$ cat config.mk
export PLATFORM = sky130hd
export DESIGN_NAME = reg_read_stage
export DESIGN_NICKNAME = d
export VERILOG_FILES = /design/src/rtl/reg_read_stage.sv
export SDC_FILE = /design/constraint.sdc
export NUM_CORES = 1
export LEC_CHECK = 0
export ABC_AREA = 1
export BUFFER_PORTS_ARGS = -buffer_cell sky130_fd_sc_hd__buf_2
export CELL_PAD_IN_SITES_DETAIL_PLACEMENT = 0
export CELL_PAD_IN_SITES_GLOBAL_PLACEMENT = 1
export CORE_MARGIN = 4
export CORE_UTILIZATION = 35
export DETAILED_ROUTE_END_ITERATION = 16
export GPL_TIMING_DRIVEN = 0
export PLACE_DENSITY = 0.91
export RECOVER_POWER = 25
export SYNTH_ARGS = -nofsm -noshare
export SYNTH_HDL_FRONTEND = slang
export SYNTH_SLANG_ARGS = --single-unit
$ cat constraint.sdc
create_clock -name clk -period 2.68 [get_ports clk]
set_clock_uncertainty 0.2 [all_clocks]
set_input_delay 0.268 -clock clk [delete_from_list [all_inputs] [get_ports clk]]
set_output_delay 0.268 -clock clk [all_outputs]
set_load 0.1 [all_outputs]
$ cat src/rtl/reg_read_stage.sv
// Operand-read stage for the 4-entry register file: forwards same-cycle writes,
// registers rs/rt operands behind a valid/ready output, refreshes held operands.
module reg_read_stage #(
  parameter int DATA_W = 8
) (
  input  logic              clk,
  input  logic              rst,
  input  logic              in_valid,
  output logic              in_ready,
  input  logic [1:0]        rs,
  input  logic [1:0]        rt,
  input  logic [DATA_W-1:0] reg0,
  input  logic [DATA_W-1:0] reg1,
  input  logic [DATA_W-1:0] reg2,
  input  logic [DATA_W-1:0] reg3,
  input  logic              reg0_en,
  input  logic              reg1_en,
  input  logic              reg2_en,
  input  logic              reg3_en,
  input  logic [DATA_W-1:0] wr_data,
  input  logic              flush,
  output logic              out_valid,
  input  logic              out_ready,
  output logic [DATA_W-1:0] op_a,
  output logic [DATA_W-1:0] op_b,
  output logic [1:0]        rs_q,
  output logic [1:0]        rt_q,
  output logic              wr_err
);

  logic              r_out_valid;
  logic [DATA_W-1:0] r_op_a;
  logic [DATA_W-1:0] r_op_b;
  logic [1:0]        r_rs_q;
  logic [1:0]        r_rt_q;
  logic              r_wr_err;

  logic [3:0]        w_en;
  logic [DATA_W-1:0] w_sel [4];
  logic              w_multi_en;
  logic              w_capture;

  assign w_en = {reg3_en, reg2_en, reg1_en, reg0_en};

  // Write-through: an enabled register reads as this cycle's write data.
  always_comb begin
    w_sel[0] = reg0_en ? wr_data : reg0;
    w_sel[1] = reg1_en ? wr_data : reg1;
    w_sel[2] = reg2_en ? wr_data : reg2;
    w_sel[3] = reg3_en ? wr_data : reg3;
  end

  assign w_multi_en = (reg0_en & (reg1_en | reg2_en | reg3_en)) |
                      (reg1_en & (reg2_en | reg3_en)) |
                      (reg2_en & reg3_en);

  assign in_ready  = ~r_out_valid | out_ready;
  assign w_capture = in_valid & in_ready & ~flush;

  always_ff @(posedge clk) begin
    if (rst) begin
      r_out_valid <= 1'b0;
      r_op_a      <= '0;
      r_op_b      <= '0;
      r_rs_q      <= '0;
      r_rt_q      <= '0;
      r_wr_err    <= 1'b0;
    end else begin
      if (w_multi_en) r_wr_err <= 1'b1;

      // Flush only drops valid; operand registers keep their contents.
      if (flush) begin
        r_out_valid <= 1'b0;
      end else if (w_capture) begin
        r_op_a      <= w_sel[rs];
        r_op_b      <= w_sel[rt];
        r_rs_q      <= rs;
        r_rt_q      <= rt;
        r_out_valid <= 1'b1;
      end else if (r_out_valid & out_ready) begin
        r_out_valid <= 1'b0;
      end else if (r_out_valid) begin
        if (w_en[r_rs_q]) r_op_a <= wr_data;
        if (w_en[r_rt_q]) r_op_b <= wr_data;
      end
    end
  end

  assign out_valid = r_out_valid;
  assign op_a      = r_op_a;
  assign op_b      = r_op_b;
  assign rs_q      = r_rs_q;
  assign rt_q      = r_rt_q;
  assign wr_err    = r_wr_err;

endmodule

### After elaboration in Yosys (flattened, before gate mapping)

Index checks and enable logic that the tools add are counted.

| operators by class | value |
|---|---|
| bitwise logic cells | 16 |
| equal/unequal tests | 1 |
| $lt $le $gt $ge | 4 |
| muxes and demuxes | 24 |
| reduce and logical (&&, ||, !) cells | 8 |

Operators with widths:

| cell | count |
|---|---|
| 8-bit 2-to-1 mux | 16 |
| 8-bit binary-select mux with 2-bit select | 2 |
| 4-bit AND reduction | 2 |
| 2-bit nonzero test | 4 |
| 1-bit AND | 6 |
| 3-bit >= comparator, second input constant | 2 |
| 2-bit by 3-bit less-than comparator with 1-bit output, second input constant | 2 |
| 2-bit inverter with 3-bit output | 2 |
| 1-bit bitwise OR | 6 |
| 1-bit binary-select mux with 2-bit select | 2 |
| 1-bit 2-to-1 mux | 4 |
| 2-bit inequality test, second input constant | 1 |
| 1-bit inverter | 2 |
| 2-bit AND reduction | 1 |
| 2-bit OR reduction | 1 |

| word-level totals | value |
|---|---|
| input bits | 53 |
| output and inout bits | 23 |
| word-level logic and storage cells | 59 |
| bits in registers | 22 |

### Longest topological paths before layout

| depth | value |
|---|---|
| depth in word-level cells | 6 |
| gate-level depth with buffers | 9 |
| mapped depth without buffers | 8 |

### Worst setup path after synthesis

Ideal clock, no wire load.

| path | value |
|---|---|
| path kind | register to register |
| start point | reg r_out_valid, in the netlist out_valid |
| end point | reg r_op_b[4], in the netlist op_b[4] |
| arrival | 2,343 ps |
| path slack | 24 ps |
| path buffers | 2 |
| clock period less this slack | 2,656 ps |
| required time | 2,366 ps |
| setup time | 114 ps |
| cell stages (with the launch flop) | 8 |
| cell sequence | dfxtp_1 nand2_2 nand2_2 buf_8 buf_6 inv_2 a21oi_1 nor2_1 |

| between the ends | value |
|---|---|
| word-level cells in the longest chain between the ends | 6 |
| elaborated cells between the ends (all ways) | 10 |
| those cells by class | eq/ne (1); mux (1); bitwise (5); reduce/logical (3) |

Ends and longest elaborated chain:

| element | line | RTL |
|---|---|---|
| from (decl) | 31 | `logic r_out_valid;` |
| from (signal assigned) | 62 | `r_out_valid <= 1'b0;` |
| from (signal assigned) | 73 | `r_out_valid <= 1'b0;` |
| from (signal assigned) | 79 | `r_out_valid <= 1'b1;` |
| 1-bit inverter * | 57 | `assign in_ready = ~r_out_valid \| out_ready;` |
| 1-bit bitwise OR * | 57 |  |
| named net in_ready | 9 | `output logic in_ready,` |
| 1-bit AND * (2 in series) | 58 | `assign w_capture = in_valid & in_ready & ~flush;` |
| 2-bit inequality test (no source line) or 2-bit nonzero test (tied branches) | - |  |
| 4-bit AND reduction (no source line) | - |  |
| to (signal assigned) | 76 | `r_op_b <= w_sel[rt];` |
| to (signal assigned) | 84 | `if (w_en[r_rt_q]) r_op_b <= wr_data;` |
| to (decl) | 33 | `logic [DATA_W-1:0] r_op_b;` |

Mark *: on every way through the listed nets, which the timed path passes. The rest lies on a longest branch.
A chain may end at the register's enable or synchronous reset.

### Worst setup path in the final report

| path | value |
|---|---|
| start point | reg r_out_valid, in the netlist out_valid |
| end point | reg r_op_b[4], in the netlist op_b[4] |

| between the ends | value |
|---|---|
| word-level cells in the longest chain between the ends | 6 |
| elaborated cells between the ends (all ways) | 10 |
| those cells by class | eq/ne (1); mux (1); bitwise (5); reduce/logical (3) |

Ends and longest elaborated chain:

| element | line |
|---|---|
| 1-bit inverter | 57 |
| 1-bit bitwise OR | 57 |
| 1-bit AND (2 in series) | 58 |
| 2-bit inequality test (no source line) or 2-bit nonzero test (tied branches) | - |
| 4-bit AND reduction (no source line) | - |

Several ways; a longest one is shown, not always the timed one.

==> qor.yml <==
outcome:
  status: "finished clean"
clock_network:
  cts-buffers-inserted: 3
  worstSkewPairLatency_ns: 0.27
  clock_sinks: 22
  clockBufferDepth: 2
  cts-resized-gates: 0
  clockRootBuffer: "sky130_fd_sc_hd__clkbuf_8"
  cts_setup_buffers: 0
  h-tree-depth: 1
  clk_pin_slew_ns: 0.08
  cts_tree: "built"
  hold_fix_buffers_cts: 0
detailed_routing:
  firstDrtPassIters: 5
  drt_iter0_drc: 242
  drc: 0
  detail_route.vias_per_cell: 5.114
  ant_nets: 0
  routedWlPerCell_um: 14.33
  routed_wirelength_um: 7322
  num_vias: 2613
min_path:
  worst_hold_path_type: "in -> reg"
  hold_path.startpoint: "rst"
floorplanning:
  dieHeight_um: 84.01
  fp-row-count: 27
  horizontal_die_dimension_um: 84.01
  coreArea_sq_um: 5540
  floorplan.initialDensity_pct: 36.50
  dieArea_sq_um: 7057
  ios: 76
logic_synthesis:
  synth_largest_type_area_fraction_pct: 27.97
  yosysUniqueCellTypes: 23
  synth_top_cells_by_area: "sky130_fd_sc_hd__nand3_1 28%, sky130_fd_sc_hd__nand2_1 22%, sky130_fd_sc_hd__dfxtp_1 22%, sky130_fd_sc_hd__nor2_1 5.2%, sky130_fd_sc_hd__inv_1 4.8%"
  post_synthesis_cell_area_sq_um: 2022
  synth_top_area_cell: "sky130_fd_sc_hd__nand3_1"
  seq_area_frac_synth_pct: 21.78
  yosysWarningCount: 0
  synth_cells: 362
  synth-seq-cells: 22
  synth.avg_cell_area_sq_um: 5.585
  post_syn_nets: 415
grt:
  grt_pass1_wl_um: 11600
  grt_max_degree: 13
  gr_ovfl_total: 0
  grtUsageTotal_pct: 19.97
  grt_pass1_vias: 2363
  antenna_found_initial: 0
layout:
  layout.cells.most_common: "sky130_fd_sc_hd__nand2_1"
  mostFrequentLayoutCells: "122 x sky130_fd_sc_hd__nand2_1, 113 x sky130_fd_sc_hd__nand3_1, 76 x sky130_fd_sc_hd__buf_2"
  final-seq-area_sq_um: 440.4
  finish.cell_count_without_fillers: 511
  postLayoutCoreUtil_pct: 45.17
  drive_above_1_share_pct: 23.69
  layout-area-overhead-vs-synth_pct: 23.76
  final_cell_area_sq_um: 2502
  n_fill_cell: 644
  finalNetCount: 493
  diodes: 0
  multi_input_comb_area_sq_um: 1323
worst_setup_path:
  worst-endpoint-required_ns: 2.64
  worst_setup_path_start_kind: "flip-flop"
  r2r-start: "out_valid"
  worst_ep_arrival_time_ns: 1.92
  crit_fanout: 10
  crit_path_end_kind: "flip-flop"
  timing.critical_path.from: "out_valid"
  crit_type: "reg -> reg"
timing:
  fin_crit_sh_pct: 72.97
  worstMarginPinSlew_ns: 1.170
  rsz0062_at_grt: "false"
  report.final.setup_viol: 0
  worst_slew_margin_rel_pct: 22.34
  finalHoldViolations: 0
  max_clock_freq_mhz: 511.3
  setup-tns-final_ns: 0
  slew_viol_final: 0
  worst_hold_slack_ns: 0.03452
  period_needed_ns: 1.956
power:
  power.ir.vdd_worst_mv: 0.2399
  cell_area_power_density_nw_per_um2: 460.2
  leakagePower_nw: 1.358
placement:
  place.gp.congestion: 0.8790
  place.port_buffers: 73
  placed_cells: 507
  detailed_placement_hpwl_um: 5517
  dpl_cell_area_sq_um: 2477
run:
  drv_cap: 0
==> logic make-up after synthesis <==
group	after synthesis	synth area share, %
compound gates	16	4.951
buf+inv	50	12.00
flops	22	21.78
simple gates	274	61.26
==> flip-flops by register name (all words and copies together) (netlist names) <==
register	cells
op_a	8
op_b	8
out_valid	1
rs_q	2
rt_q	2
wr_err	1
==> per-layer routing <==
metal  global-route usage [%]  share of wire, %
met5                        0                 0
met2                    31.60                44
met4                    5.263               1.7
met3                    1.382               7.0
met1                    29.10                47
==> cell usage after synthesis <==
| master | instances |
|---|---|
| sky130_fd_sc_hd__o31ai_1 | 1 |
| sky130_fd_sc_hd__inv_1 | 26 |
| sky130_fd_sc_hd__buf_2 | 8 |
| sky130_fd_sc_hd__inv_2 | 8 |
| sky130_fd_sc_hd__a31oi_1 | 1 |
| sky130_fd_sc_hd__nand2_1 | 120 |
| sky130_fd_sc_hd__nor2_1 | 28 |
| sky130_fd_sc_hd__buf_6 | 3 |
| sky130_fd_sc_hd__clkinv_1 | 1 |
| sky130_fd_sc_hd__nand3_1 | 113 |
| sky130_fd_sc_hd__nor2_2 | 2 |
| sky130_fd_sc_hd__buf_8 | 1 |
| sky130_fd_sc_hd__nor2_4 | 1 |
| sky130_fd_sc_hd__or2_2 | 1 |
| sky130_fd_sc_hd__a211oi_1 | 2 |
| sky130_fd_sc_hd__dfxtp_1 | 22 |
| sky130_fd_sc_hd__buf_4 | 3 |
| sky130_fd_sc_hd__o21ai_0 | 3 |
| sky130_fd_sc_hd__a21oi_4 | 1 |
| sky130_fd_sc_hd__a21oi_1 | 8 |
| sky130_fd_sc_hd__nor2_8 | 2 |
| sky130_fd_sc_hd__nand2_2 | 6 |
| sky130_fd_sc_hd__nand3_2 | 1 |
==> final timing paths <==
kind,end,slack [ns],cells after the start
worst max-delay path,op_b[4],0.72,7
worst min-delay path,wr_err,0.03,2
worst max register to register,op_b[4],0.72,7
worst min register to register,op_b[4],0.32,4
==> power by group <==
group          switching (mW)  total (mW)  internal (mW)
logic                   0.406       0.541          0.135
registers              0.0137       0.366          0.353
clock network           0.113       0.244          0.131
total                   0.533        1.15          0.619
==> cell type report <==
| class | instances | area share [%] |
|---|---|---|
| multi-input cells | 290 | 52.85 |
| flip-flops and latches | 22 | 17.60 |
| repair buffers | 73 | 14.40 |
| inverters | 35 | 5.250 |
| plain buffers | 15 | 4.100 |
| well taps | 72 | 3.600 |
| clock buffers | 4 | 2.200 |
==> worst max-delay path, stage by stage, from the launching register on <==
cell and delay [ns]:
sky130_fd_sc_hd__dfxtp_1 0.33, sky130_fd_sc_hd__nand2_1 0.09, sky130_fd_sc_hd__nand2_1 0.16, sky130_fd_sc_hd__buf_8 0.20, sky130_fd_sc_hd__clkbuf_1 0.39, sky130_fd_sc_hd__inv_1 0.20
sky130_fd_sc_hd__a21oi_1 0.22, sky130_fd_sc_hd__nor2_1 0.05
==> through the flow <==
step / total power [mW] / setup slack, ns
finish: 1.152 / 0.7243
global route: 1.210 / 0.6320
CTS: 1.155 / 1.067
detailed placement: 0.9152 / 1.043
global placement: 0.9114 / 1.057
floorplan: 0.7805 / 0.02362
No activity file was read; power rests on OpenSTA's default activity.
